===== config.mk =====
export PLATFORM = sky130hd
export DESIGN_NAME = ahb_lite_node
export DESIGN_NICKNAME = d
export VERILOG_FILES = /design/src/rtl/ahb_lite_node.sv
export SDC_FILE = /design/constraint.sdc
export NUM_CORES = 1
export LEC_CHECK = 0
export CAP_MARGIN = 10
export CORE_AREA = 2 2 595 597
export DETAILED_ROUTE_END_ITERATION = 8
export DIE_AREA = 0 0 597 599
export SLEW_MARGIN = 15
export SYNTH_ARGS = -nofsm -noshare
export SYNTH_HDL_FRONTEND = slang
export SYNTH_SLANG_ARGS = --single-unit

===== constraint.sdc =====
create_clock -name hclk_i -period 9.6 [get_ports hclk_i]
set_clock_uncertainty 0.05 [all_clocks]
set_input_delay 2.4 -clock hclk_i [delete_from_list [all_inputs] [get_ports hclk_i]]
set_output_delay 2.4 -clock hclk_i [all_outputs]
set_load 0.02 [all_outputs]

===== src/rtl/ahb_lite_node.sv =====
// ahb_lite_node: single-master to NB_SLAVES AHB-Lite decoder/multiplexer.
// The address phase is decoded against run-time inclusive START/END ranges.
// The data-phase owner is registered so that responses come from the slave
// that accepted the address. Unmapped NONSEQ/SEQ accesses get a two-cycle
// ERROR from a built-in default slave.
// Optional feature: define AHB_LITE_NODE_TIMEOUT_EN to enable a data-phase
// watchdog. It aborts a slave that stalls for TIMEOUT_CYCLES-1 wait cycles.
module ahb_lite_node #(
    parameter int NB_SLAVES      = 8,
    parameter int AHB_DATA_WIDTH = 32,
    parameter int AHB_ADDR_WIDTH = 32,
    parameter int TIMEOUT_CYCLES = 256
) (
    input  logic                                 hclk_i,
    input  logic                                 hrst_i,
    // master side
    input  logic [AHB_ADDR_WIDTH-1:0]            hadrr_i,
    input  logic [AHB_DATA_WIDTH-1:0]            hwdata_i,
    input  logic                                 hsel_i,
    input  logic                                 hwrite_i,
    input  logic                                 hmastlock_i,
    input  logic [1:0]                           htrans_i,
    input  logic [3:0]                           hprot_i,
    input  logic [2:0]                           hburst_i,
    input  logic [2:0]                           hsize_i,
    output logic                                 hresp_o,
    output logic                                 hreadyout_o,
    output logic [AHB_DATA_WIDTH-1:0]            hrdata_o,
    // slave side
    output logic [NB_SLAVES*AHB_ADDR_WIDTH-1:0]  hadrr_o,
    output logic [NB_SLAVES*AHB_DATA_WIDTH-1:0]  hwdata_o,
    output logic [NB_SLAVES-1:0]                 hsel_o,
    output logic [NB_SLAVES-1:0]                 hwrite_o,
    output logic [NB_SLAVES-1:0]                 hmastlock_o,
    output logic [NB_SLAVES-1:0]                 hready_o,
    output logic [NB_SLAVES*2-1:0]               htrans_o,
    output logic [NB_SLAVES*4-1:0]               hprot_o,
    output logic [NB_SLAVES*3-1:0]               hburst_o,
    output logic [NB_SLAVES*3-1:0]               hsize_o,
    input  logic [NB_SLAVES-1:0]                 hresp_i,
    input  logic [NB_SLAVES-1:0]                 hreadyout_i,
    input  logic [NB_SLAVES*AHB_DATA_WIDTH-1:0]  hrdata_i,
    // address map
    input  logic [NB_SLAVES*AHB_ADDR_WIDTH-1:0]  START_ADDR_i,
    input  logic [NB_SLAVES*AHB_ADDR_WIDTH-1:0]  END_ADDR_i,
    output logic                                 timeout_o
);

    localparam int IDX_W = (NB_SLAVES > 1) ? $clog2(NB_SLAVES) : 1;

    // Data-phase owner. The default slave's error FSM is folded in: ERR1/ERR2
    // are the two DEF cycles, and the load cycle acts as the FSM's IDLE state.
    typedef enum logic [1:0] {
        ST_NONE,
        ST_SLV,
        ST_ERR1,
        ST_ERR2
    } own_state_e;

    own_state_e             state;
    logic [IDX_W-1:0]       owner_idx;
    logic [NB_SLAVES-1:0]   match;
    logic [IDX_W-1:0]       dec_idx;
    logic                   dec_hit;
    logic                   wd_expire;

    // Range match per slave; END < START can never satisfy both compares.
    always_comb begin
        // NOTE: every combinational output gets a default first, so no path leaves it unassigned and no latch is inferred.
        match = '0;
        for (int i = 0; i < NB_SLAVES; i++) begin
            match[i] = hsel_i
                && (hadrr_i >= START_ADDR_i[i*AHB_ADDR_WIDTH +: AHB_ADDR_WIDTH])
                && (hadrr_i <= END_ADDR_i[i*AHB_ADDR_WIDTH +: AHB_ADDR_WIDTH]);
        end
    end

    // Priority encode: scan from the top so the lowest matching index wins.
    always_comb begin
        hsel_o  = '0;
        dec_idx = '0;
        dec_hit = 1'b0;
        for (int i = NB_SLAVES - 1; i >= 0; i--) begin
            if (match[i]) begin
                hsel_o    = '0;
                hsel_o[i] = 1'b1;
                dec_idx   = IDX_W'(i);
                dec_hit   = 1'b1;
            end
        end
    end

    // Fan-out: the selected slave sees the master address phase, and the
    // data-phase owner sees write data. Every other slave sees zeros.
    always_comb begin
        hadrr_o     = '0;
        hwdata_o    = '0;
        hwrite_o    = '0;
        hmastlock_o = '0;
        htrans_o    = '0;
        hprot_o     = '0;
        hburst_o    = '0;
        hsize_o     = '0;
        for (int i = 0; i < NB_SLAVES; i++) begin
            if (hsel_o[i]) begin
                hadrr_o[i*AHB_ADDR_WIDTH +: AHB_ADDR_WIDTH] = hadrr_i;
                hwrite_o[i]                                 = hwrite_i;
                hmastlock_o[i]                              = hmastlock_i;
                htrans_o[i*2 +: 2]                          = htrans_i;
                hprot_o[i*4 +: 4]                           = hprot_i;
                hburst_o[i*3 +: 3]                          = hburst_i;
                hsize_o[i*3 +: 3]                           = hsize_i;
            end
            if ((state == ST_SLV) && (owner_idx == IDX_W'(i))) begin
                hwdata_o[i*AHB_DATA_WIDTH +: AHB_DATA_WIDTH] = hwdata_i;
            end
        end
    end

    assign hready_o = {NB_SLAVES{hreadyout_o}};

    // Response mux driven by the registered data-phase owner.
    always_comb begin
        hreadyout_o = 1'b1;
        hresp_o     = 1'b0;
        hrdata_o    = '0;
        case (state)
            ST_SLV: begin
                hreadyout_o = hreadyout_i[owner_idx];
                hresp_o     = hresp_i[owner_idx];
                hrdata_o    = hrdata_i[int'(owner_idx)*AHB_DATA_WIDTH +: AHB_DATA_WIDTH];
            end
            ST_ERR1: begin
                hreadyout_o = 1'b0;
                hresp_o     = 1'b1;
            end
            ST_ERR2: begin
                hresp_o = 1'b1;
            end
            default: ;
        endcase
    end

    // Owner/error FSM. A new owner is captured only when the master sees ready.
    // After an ERROR the master normally drives IDLE, so this reload lands on NONE.
    always_ff @(posedge hclk_i) begin
        // NOTE: sequential state uses non-blocking assignments so every register samples pre-edge values.
        if (hrst_i) begin
            state     <= ST_NONE;
            owner_idx <= '0;
        end else if (state == ST_ERR1) begin
            state <= ST_ERR2;
        end else if (hreadyout_o) begin
            if (dec_hit) begin
                state     <= ST_SLV;
                owner_idx <= dec_idx;
            end else if (hsel_i && htrans_i[1]) begin
                state <= ST_ERR1;
            end else begin
                state <= ST_NONE;
            end
        end else if (wd_expire) begin
            state <= ST_ERR1;
        end
    end

`ifdef AHB_LITE_NODE_TIMEOUT_EN
    localparam int WD_W = $clog2(TIMEOUT_CYCLES);
    localparam logic [WD_W-1:0] WD_LAST = WD_W'(TIMEOUT_CYCLES - 2);

    logic [WD_W-1:0] wd_cnt;
    logic            timeout_q;

    // Expire on the wait cycle whose increment would bring the count to TIMEOUT_CYCLES-1.
    assign wd_expire = (state == ST_SLV) && !hreadyout_i[owner_idx] && (wd_cnt == WD_LAST);

    // Wait-state counter; timeout_q marks the first cycle of the takeover ERROR.
    always_ff @(posedge hclk_i) begin
        if (hrst_i) begin
            wd_cnt    <= '0;
            timeout_q <= 1'b0;
        end else begin
            timeout_q <= wd_expire;
            if ((state == ST_SLV) && !hreadyout_i[owner_idx] && !wd_expire) begin
                wd_cnt <= wd_cnt + 1'b1;
            end else begin
                wd_cnt <= '0;
            end
        end
    end

    assign timeout_o = timeout_q;
`else
    // Without the watchdog a stalled slave stalls the master indefinitely.
    assign wd_expire = 1'b0;
    assign timeout_o = 1'b0;
    logic unused_cfg;
    assign unused_cfg = |TIMEOUT_CYCLES;
`endif

endmodule


Yosys cells after proc, flatten, opt, wreduce, memory -nomap -nowiden --
Index checks and enable logic that the tools add are counted.
Storage, ports and cells: bits in registers 5, input bits 865, word-level logic and storage cells 159
Cells by class: $lt $le $gt $ge 17, eq/ne operators 10, shift operators 1, mux-type cells 99, bitwise operators 1, reduce and logical (&&, ||, !) cells 29
Operators by type and width (count):
- 2-to-1 mux 32 bit | 17
- >= comparator 32 bit | 8
- <= comparator 32 bit | 8
- indexed part select 256 x 9 -> 32 bit | 1
- 2-to-1 mux 3 bit | 24
- 2-to-1 mux 8 bit | 8
- 2-to-1 mux 4 bit | 8
- 2-to-1 mux 1 bit | 26
- logical AND 1 bit | 25
- 2-to-1 mux 2 bit | 12
- == test 3 bit, second input constant | 4
- binary-select mux 1 bit (select 3 bit) | 2
- == test 3 x 2 -> 1 bit, second input constant | 2
- == test 2 bit, second input constant | 2
- less-than comparator 3 x 4 -> 1 bit, second input constant | 1
- one-hot mux 1 bit (2 select lines) | 2
- == test 3 x 1 -> 1 bit, second input constant | 1
- zero test 3 bit | 1
- AND reduction 3 bit | 1
- == test 2 x 1 -> 1 bit, second input constant | 1
- nonzero test 2 bit | 1
- OR reduction 2 bit | 1
- NOT 1 bit | 1

Depth between registers and ports, before layout --
Gate-level depths: netlist of the first run.
depth after elaboration 14, mapped depth 13

Worst setup path after synthesis of the first run --
OpenSTA, ideal clock, no wires.
kind input -> output, start input port hadrr_i[0], end output port hadrr_o[182], arrival time 5.241 ns, data required time 7.150 ns, path slack 1.909 ns, cell stages on the path 13, buffers on the path 2, cells stage by stage inv_1 > ha_1 > or3b_1 > o2111ai_1 > a21oi_1 > o21ai_1 > a21oi_1 > o32ai_2 > nand4bb_2 > buf_6 > nor3_4 > buf_6 > and2_1
On the way: cells in the longest elaborated chain, start to end 11, elaborated cells between the ends (all ways) 36, classes of those cells 14 x order compare; 8 x mux; 14 x reduce/logical
RTL lines:
- start: declaration | line 17 | input logic [AHB_ADDR_WIDTH-1:0] hadrr_i,
- >= comparator 32 bit | line 73 | && (hadrr_i >= START_ADDR_i[i*AHB_ADDR_WIDTH +: AHB_ADDR_WIDTH])
- logical AND 1 bit | line 73
- logical AND 1 bit | line 74 | && (hadrr_i <= END_ADDR_i[i*AHB_ADDR_WIDTH +: AHB_ADDR_WIDTH]);
- 2-to-1 mux 8 bit (6 in a row) | line 84 | if (match[i]) begin
- 2-to-1 mux 8 bit (*) | line 84
- named net hsel_o[5] | line 32 | output logic [NB_SLAVES-1:0] hsel_o,
- 2-to-1 mux 32 bit (*) | line 105 | if (hsel_o[i]) begin
- end: declaration | line 30 | output logic [NB_SLAVES*AHB_ADDR_WIDTH-1:0] hadrr_o,
Mark *: on every way through the listed nets, which the timed path passes. The rest lies on a longest branch.

Worst setup path in the final report of the first run --
start input port START_ADDR_i[85], end output port htrans_o[12]
On the way: cells in the longest elaborated chain, start to end 7
RTL lines:
- start: declaration | line 44 | input logic [NB_SLAVES*AHB_ADDR_WIDTH-1:0] START_ADDR_i,
- >= comparator 32 bit | line 73
- logical AND 1 bit | line 73
- logical AND 1 bit | line 74
- 2-to-1 mux 8 bit (3 in a row) | line 84
- 2-to-1 mux 2 bit | line 105
- end: declaration | line 36 | output logic [NB_SLAVES*2-1:0] htrans_o,
Every way passes these cells.

==> results of run 1 <==
-- area by class of cell --
| type | count | area, um2 |
|---|---|---|
| inverter | 519 | 1950 |
| multi-input combinational | 2056 | 17300 |
| sequential | 5 | 108 |
| tap | 4620 | 5780 |
| clock buffer | 4 | 78.8 |
| timing repair buffer | 1732 | 17100 |
| antenna | 74 | 185 |
| fill | 40600 | 309000 |
-- cells by family after synthesis --
kind of cell	Yosys count	share of synthesized area, %
and+or+nand+nor	1011	30.5
other	1	0.0192
DFF	5	0.512
buffers and inverters	613	12.5
AOI/OAI and AO/OA	461	15.8
adders and majority gates	512	32.7
muxes	71	8.01
-- layer usage --
| layer | vias to the layer above | routed length [um] | track usage (%) |
|---|---|---|---|
| met3 | 476 | 18300 | 3.57 |
| li1 | 12600 | - | - |
| met1 | 12500 | 81700 | 12.5 |
| met5 | - | 606 | 0 |
| met4 | 90 | 12600 | 5.67 |
| met2 | 1624 | 136000 | 26.3 |
-- registers in the layout (all words and copies together), names as in the netlist --
register and cells:
state 2, owner_idx 3
-- metrics by stage --
step | area, um2 | power (mW) | setup TNS [ns] | utilization (%)
finish | 42400 | 2.49 | 0 | 12.1
floorplan | 19600 | 1.00 | 0 | -
global route | 42400 | 2.66 | 0 | 12.1
CTS | 42200 | 2.54 | 0 | 12.0
global placement | 42100 | 2.42 | -150.91 | 12.0
detailed placement | 42100 | 2.45 | -105.42 | 12.0
-- worst register-to-register path, delay by kind of cell, from the launching register on --
| family | cells | cell delay (ns) |
|---|---|---|
| muxes | 2 | 1.03 |
| AOI/OAI and AO/OA | 3 | 0.98 |
| buffers and inverters | 2 | 1.09 |
| DFF | 1 | 0.48 |
-- synth_stat cells, drive strengths merged, types with 3 or more instances --
cell,count,area [um2]
a31oi,6,43.8
nand3,36,185
and3,7,43.8
nor3,33,209
a21boi,4,30.0
a221o,6,60.1
o31ai,5,37.5
a221oi,13,138
and4,12,105
a21o,51,383
o211ai,11,82.6
nor2,60,225
or4,3,22.5
nor4,14,87.6
a21oi,168,841
or3b,4,37.5
ha,512,6410
a211oi,24,180
a2111o,5,56.3
o2111ai,6,52.6
or3,3,18.8
a2bb2oi,3,26.3
nor2b,13,81.3
a2111oi,10,100
nand2,102,385
nand2b,11,68.8
buf,33,263
a22o,32,280
and2,623,3900
clkbuf,61,233
dfxtp,5,100
mux4,68,1530
a22oi,5,37.5
o21ai,72,372
inv,519,1950
o21a,13,97.6
nand4,80,500
o221ai,4,35.0
-- where the power goes --
group	switching (mW)	total, mW	leakage (nW)	internal [mW]
clock	0.0260	0.0820	0.0386	0.0560
sequential	0.0231	0.0485	0.0426	0.0254
combinational	1.28	2.36	17.5	1.07
-- placed cells by master (no fill, tap or decap), types with 11 or more instances in the layout --
cell type and instances:
a211oi_1 23, a21o_1 51, a21oi_1 167, a22o_1 32
and2_1 622, and4_1 12, buf_12 30, buf_2 30
buf_4 174, clkdlybuf4s50_1 1498, diode_2 74, ha_1 512
inv_1 517, mux4_2 68, nand2_1 101, nand2b_1 11
nand3_1 35, nand4_1 80, nor2_1 55, nor2b_1 11
nor3_1 23, o211ai_1 11, o21a_1 13, o21ai_0 61
-- worst paths after layout --
check | startpoint | end | slack [ns] | cells past startpoint
setup / recovery | START_ADDR_i[85] | htrans_o[12] | 0.21 | 17
hold / removal | owner_idx[2] | owner_idx[2] | 0.57 | 2
setup reg to reg | owner_idx[1] | owner_idx[0] | 5.84 | 7
hold reg to reg | owner_idx[2] | owner_idx[2] | 0.57 | 2
-- repair_timing --
| item | 4_1_cts | 5_1_grt |
|---|---|---|
| gates resized for setup | 5 | 3 |
| hold buffers | 0 | 0 |
| pin swaps | 0 | 2 |
| setup buffers | 0 | 0 |
| gates cloned | 0 | 0 |
| endpoints found under the setup margin | 327 | 71 |
==> key figures, run 1 <==
Synth
  • Asr flop ratio synth: 0%
  • Mapped Area: 0.0196 mm2
  • Avg Cell Area, Syn: 7.32 um2
  • Seq/Total Area, Yosys: 0.512%
  • Post-synth EDFFs: 0
  • Synthesized Nets: 4051
  • Gate Count Post-Synth: 2674
  • Post-synth top flop: dfxtp_1
  • Synthesis-stage register bit count: 5
  • Netlist cell types: 83
  • Synth Warn #: 0

Setup path
  • WP buf/inv: 7
  • Crit-path max FO: 7
  • Worst EP required: 7.15 ns
  • Top delay family on crit path: buffers and inverters
  • Worst setup SP type: input port
  • Critical Path AT: 6.94 ns
  • Critical path capture point type: primary output
  • Crit Path Class: input port to primary output
  • Cell mode on critical path: buf_4
  • Critical-path cell list: clkdlybuf4s50_1, inv_1, ha_1, a21o_1, a21oi_1, o221ai_2, buf_4, a211oi_1, buf_4, a21oi_1, o32ai_4, nand4bb_2, buf_12, nor3_4, buf_4, and2_1, clkdlybuf4s50_1
  • CP peak stage delay: 0.60 ns
  • Slowest-stage cell, CP: clkdlybuf4s50_1

Die
  • Die width: 597 um
  • Effective utilization at floorplan: 5.57%
  • FP Rows: 218
  • Total die area: 0.358 mm2
  • Chip height: 599 um
  • Core area: 0.351 mm2
  • Num ports: 1540

Final layout
  • Final Non-Filler Cells: 9010
  • Nets: 5694
  • Area grow syn2layout: 117%
  • Share of cells above drive strength 1: 8.53%

Global route
  • GRT Total Usage: 13.2%
  • Largest net degree at the start of global routing: 67
  • Number of antenna violations at the first check in global routing: 190
  • Vias in the first global route: 26200
  • Grt ovf: 0
  • Global-route wire length before repair: 298000 um

CTS
  • H-tree lvl count: 1
  • CTS tree: yes
  • Sink Count: 5
  • Longest Clk Path Bufs: 2
  • Total CTS buffers: 3
  • Clock-pin transition on the worst setup and hold timing paths: 0.04 ns
  • CTS Root Cell: clkbuf_16
  • Worst-skew pair later-pin latency: 0.26 ns

Detailed routing
  • Routed vias/inst: 3.03
  • WL final: 249000 um
  • Total number of vias: 27300
  • First-pass DRT Iterations: 5
  • Iter 0 DRT Violations: 1768
  • DRC errors left: 0
  • WL per Instance: 27.7 um
  • Antenna Nets Post-Route: 0

Timing
  • Fmax: 106 MHz
  • Post-route worst setup slack: 0.207 ns
  • Final worst path period need: 9.39 ns
  • Hold Vio Cnt, Final: 0
  • Slew Limit Fails: 0
  • Hold_ws: 0.570 ns
  • Worst slew pin tran: 1.33 ns
  • Relative slew margins: 11.2%
  • RSZ-0062 raised after global routing: no
  • Final setup vio count: 0
  • Final period util: 97.8%

Placement
  • Final Wtd Congestion: 0.936
  • Post-placement cell count: 8932
  • Dpl ws: -0.462 ns
  • IO Port Bufs: 1538
  • Detail Placement HPWL: 227000 um

Pwr
  • Leakage power: 17.6 nW
  • P per Cell Area: 58.6 mW/mm2
  • Max rail drop VDD: 0.0428 mV

Min path
  • Worst min path class: register to register

Job
  • Max-cap violation count: 0

Status
  • Status: complete, no violations
Power figures use the tool's default switching activity.
==> run 2: changes to the inputs <==
--- a/config.mk
+++ b/config.mk
@@ -9,6 +9,7 @@
 export CORE_AREA = 2 2 595 597
 export DETAILED_ROUTE_END_ITERATION = 8
 export DIE_AREA = 0 0 597 599
+export PLACE_DENSITY = 0.32
 export SLEW_MARGIN = 15
 export SYNTH_ARGS = -nofsm -noshare
 export SYNTH_HDL_FRONTEND = slang
==> run 2 against run 1 <==
Clock-buffer cell count did not move. Maximum frequency grew 0.28%. Via count decreased by 1.8%. Sequential power grew 24%. Die area is the same. Routed wire length rose by 5.8%. Cell count shrank 0.16%. Largest cell class unchanged.
==> key figures, run 2 (synthesized netlist as in run 1, its figures left out) <==
Final layout
  • Max reg flops: 3
  • Most common cell after layout, fill and taps aside: clkdlybuf4s50_1
  • Register with the most flip-flops: owner_idx
  • Share of cells above drive strength 1: 9.02%
  • Top Registers: owner_idx (3), state (2)
  • Commonest cells after routing, fill and taps aside: clkdlybuf4s50_1 (1481), and2_1 (622), inv_1 (517), ha_1 (512), buf_4 (192)
  • Nets: 5702
  • Area grow syn2layout: 117%
  • Final Util: 12.1%
  • Finished Cell Area: 0.0425 mm2

Global route
  • GRT Total Usage: 14.1%
  • Number of antenna violations at the first check in global routing: 136
  • Largest net degree at the start of global routing: 51
  • Vias in the first global route: 27500
  • Global-route wire length before repair: 320000 um
  • Grt ovf: 0

Pwr
  • Pwr Total: 2.58 mW
  • P per Cell Area: 60.8 mW/mm2
  • Leakage power: 17.7 nW
  • Max rail drop VDD: 0.0428 mV

Placement
  • Detail Placement HPWL: 238000 um
  • Area post-placement: 0.0423 mm2
  • IO Port Bufs: 1538
  • Final Wtd Congestion: 0.864

Timing
  • Relative slew margins: 14.9%
  • Worst slew pin tran: 1.27 ns
  • Fmax: 107 MHz
  • Hold Vio Cnt, Final: 0
  • Final period util: 97.6%
  • Final setup vio count: 0
  • Slew Limit Fails: 0
  • Final worst path period need: 9.37 ns

Min path
  • Hold depth: 2
  • Hold Startpoint: owner_idx[2]
  • Worst min path class: register to register
  • WHS Endpoint: owner_idx[2]

Die
  • Effective utilization at floorplan: 5.57%
  • Total die area: 0.358 mm2
  • Chip height: 599 um
  • Num ports: 1540
  • Die width: 597 um
  • Core area: 0.351 mm2
  • FP Rows: 218

Setup path
  • Crit-path max FO: 11
  • Worst reg2reg path startpoint: owner_idx[0]
  • Worst R2R Setup Slack: 6.36 ns
  • Critical path capture point type: primary output
  • Worst EP required: 7.15 ns
  • Slowest-stage cell, CP: clkdlybuf4s50_1
  • Worst setup SP type: input port
  • Critical-path cell list: clkdlybuf4s50_1, inv_2, buf_12, buf_4, ha_1, nor2b_1, o21ai_0, a31oi_1, o31ai_4, a211oi_2, buf_4, a31oi_2, buf_12, buf_4, or2_4, nor3_2, buf_4, and2_1, clkdlybuf4s50_1
  • Critical Path AT: 6.92 ns
  • RR Endpoint: owner_idx[0]
  • Crit Path Class: input port to primary output
  • CP peak stage delay: 0.60 ns
  • Cell mode on critical path: buf_4
  • Worst reg2reg path depth: 6

Detailed routing
  • Routed vias/inst: 2.98
  • Antenna Nets Post-Route: 0
  • Iter 0 DRT Violations: 1034
  • Total number of vias: 26800
  • WL final: 264000 um
  • DRC errors left: 0
  • WL per Instance: 29.3 um
  • First-pass DRT Iterations: 5

CTS
  • Post-CTS Hold Buffers: 0
  • CTS Root Cell: clkbuf_16
  • Sink Count: 5
  • Total CTS buffers: 3
  • H-tree lvl count: 1
  • Longest Clk Path Bufs: 2
  • Worst-skew pair later-pin latency: 0.24 ns
  • CTS tree: yes
  • Clock-pin transition on the worst setup and hold timing paths: 0.03 ns

Status
  • Status: complete, no violations

Job
  • Max-cap violation count: 0
[run 2: cell count changes in the layout (fill, tap and decap cells not counted), moves of 2 or more]
cell / before / now
diode_2: 74 / 52
buf_4: 174 / 192
clkdlybuf4s50_1: 1498 / 1481
buf_12: 30 / 41
buf_2: 30 / 25
nor4_1: 4 / 8
nor4_2: 9 / 5
nor2_2: 0 / 2
nor2_4: 5 / 3
o21ai_0: 61 / 63
o21ai_1: 10 / 8
[run 2: worst max path at each step]
stage,from,to,slack (ns),cells after the start
6_report,hadrr_i[0],hadrr_o[114],0.23,19
5_1_grt,hadrr_i[0],hadrr_o[112],-0.0003,19
4_1_cts,hadrr_i[20],hadrr_o[241],0.009,14
3_5_place_dp,hadrr_i[0],hadrr_o[241],-0.14,16
3_3_place_gp,hadrr_i[0],hadrr_o[42],-0.46,18
2_1_floorplan,hadrr_i[0],hadrr_o[182],1.91,13
[run 2: repair_timing]
| action | 4_1_cts | 5_1_grt |
|---|---|---|
| buffers inserted | 0 | 0 |
| resized for setup | 5 | 1 |
| pin swaps | 0 | 0 |
| setup endpoints to repair | 185 | 40 |
[run 2: per-layer routing]
| metal | GRT usage [%] | up-vias | part of all wire, % |
|---|---|---|---|
| met5 | 0 | - | 0.15 |
| met4 | 4.90 | 58 | 4.0 |
| met2 | 28.8 | 1189 | 56 |
| met3 | 3.56 | 280 | 6.8 |
| met1 | 13.2 | 12700 | 33 |
| li1 | - | 12500 | - |
[run 2: critical path: cells and delay by family]
family / cells / cell delay, ns
adder cells (fa/ha/maj): 1 / 0.29
buffers and inverters: 9 / 2.30
AO/OA/AOI/OAI: 5 / 0.92
AND/OR/NAND/NOR: 4 / 0.90
[run 2: stage by stage]
stage	hold slack [ns]	instances	setup WS, ns	setup TNS [ns]
after floorplan	0.492	2674	1.91	0
after global routing	0.612	8960	-0.000316	-0.000316
final	0.571	8996	0.233	0
after CTS	0.581	8944	0.00902	0
after global placement	0.552	8938	-0.460	-70.21
after detailed placement	0.575	8940	-0.141	-8.68
[run 2: power by group]
part           switching, mW  internal, mW
logic                   1.37          1.08
clock network         0.0153        0.0552
registers             0.0346        0.0254
[run 2: area by class of cell]
| class | instances | area (um2) |
|---|---|---|
| multi-input cells | 2056 | 17200 |
| repair buffers | 1740 | 17200 |
| clock buffers | 4 | 78.8 |
| diodes | 52 | 130 |
| well taps | 4620 | 5780 |
| flip-flops and latches | 5 | 108 |
| fillers | 40500 | 309000 |
| inverters | 519 | 1950 |
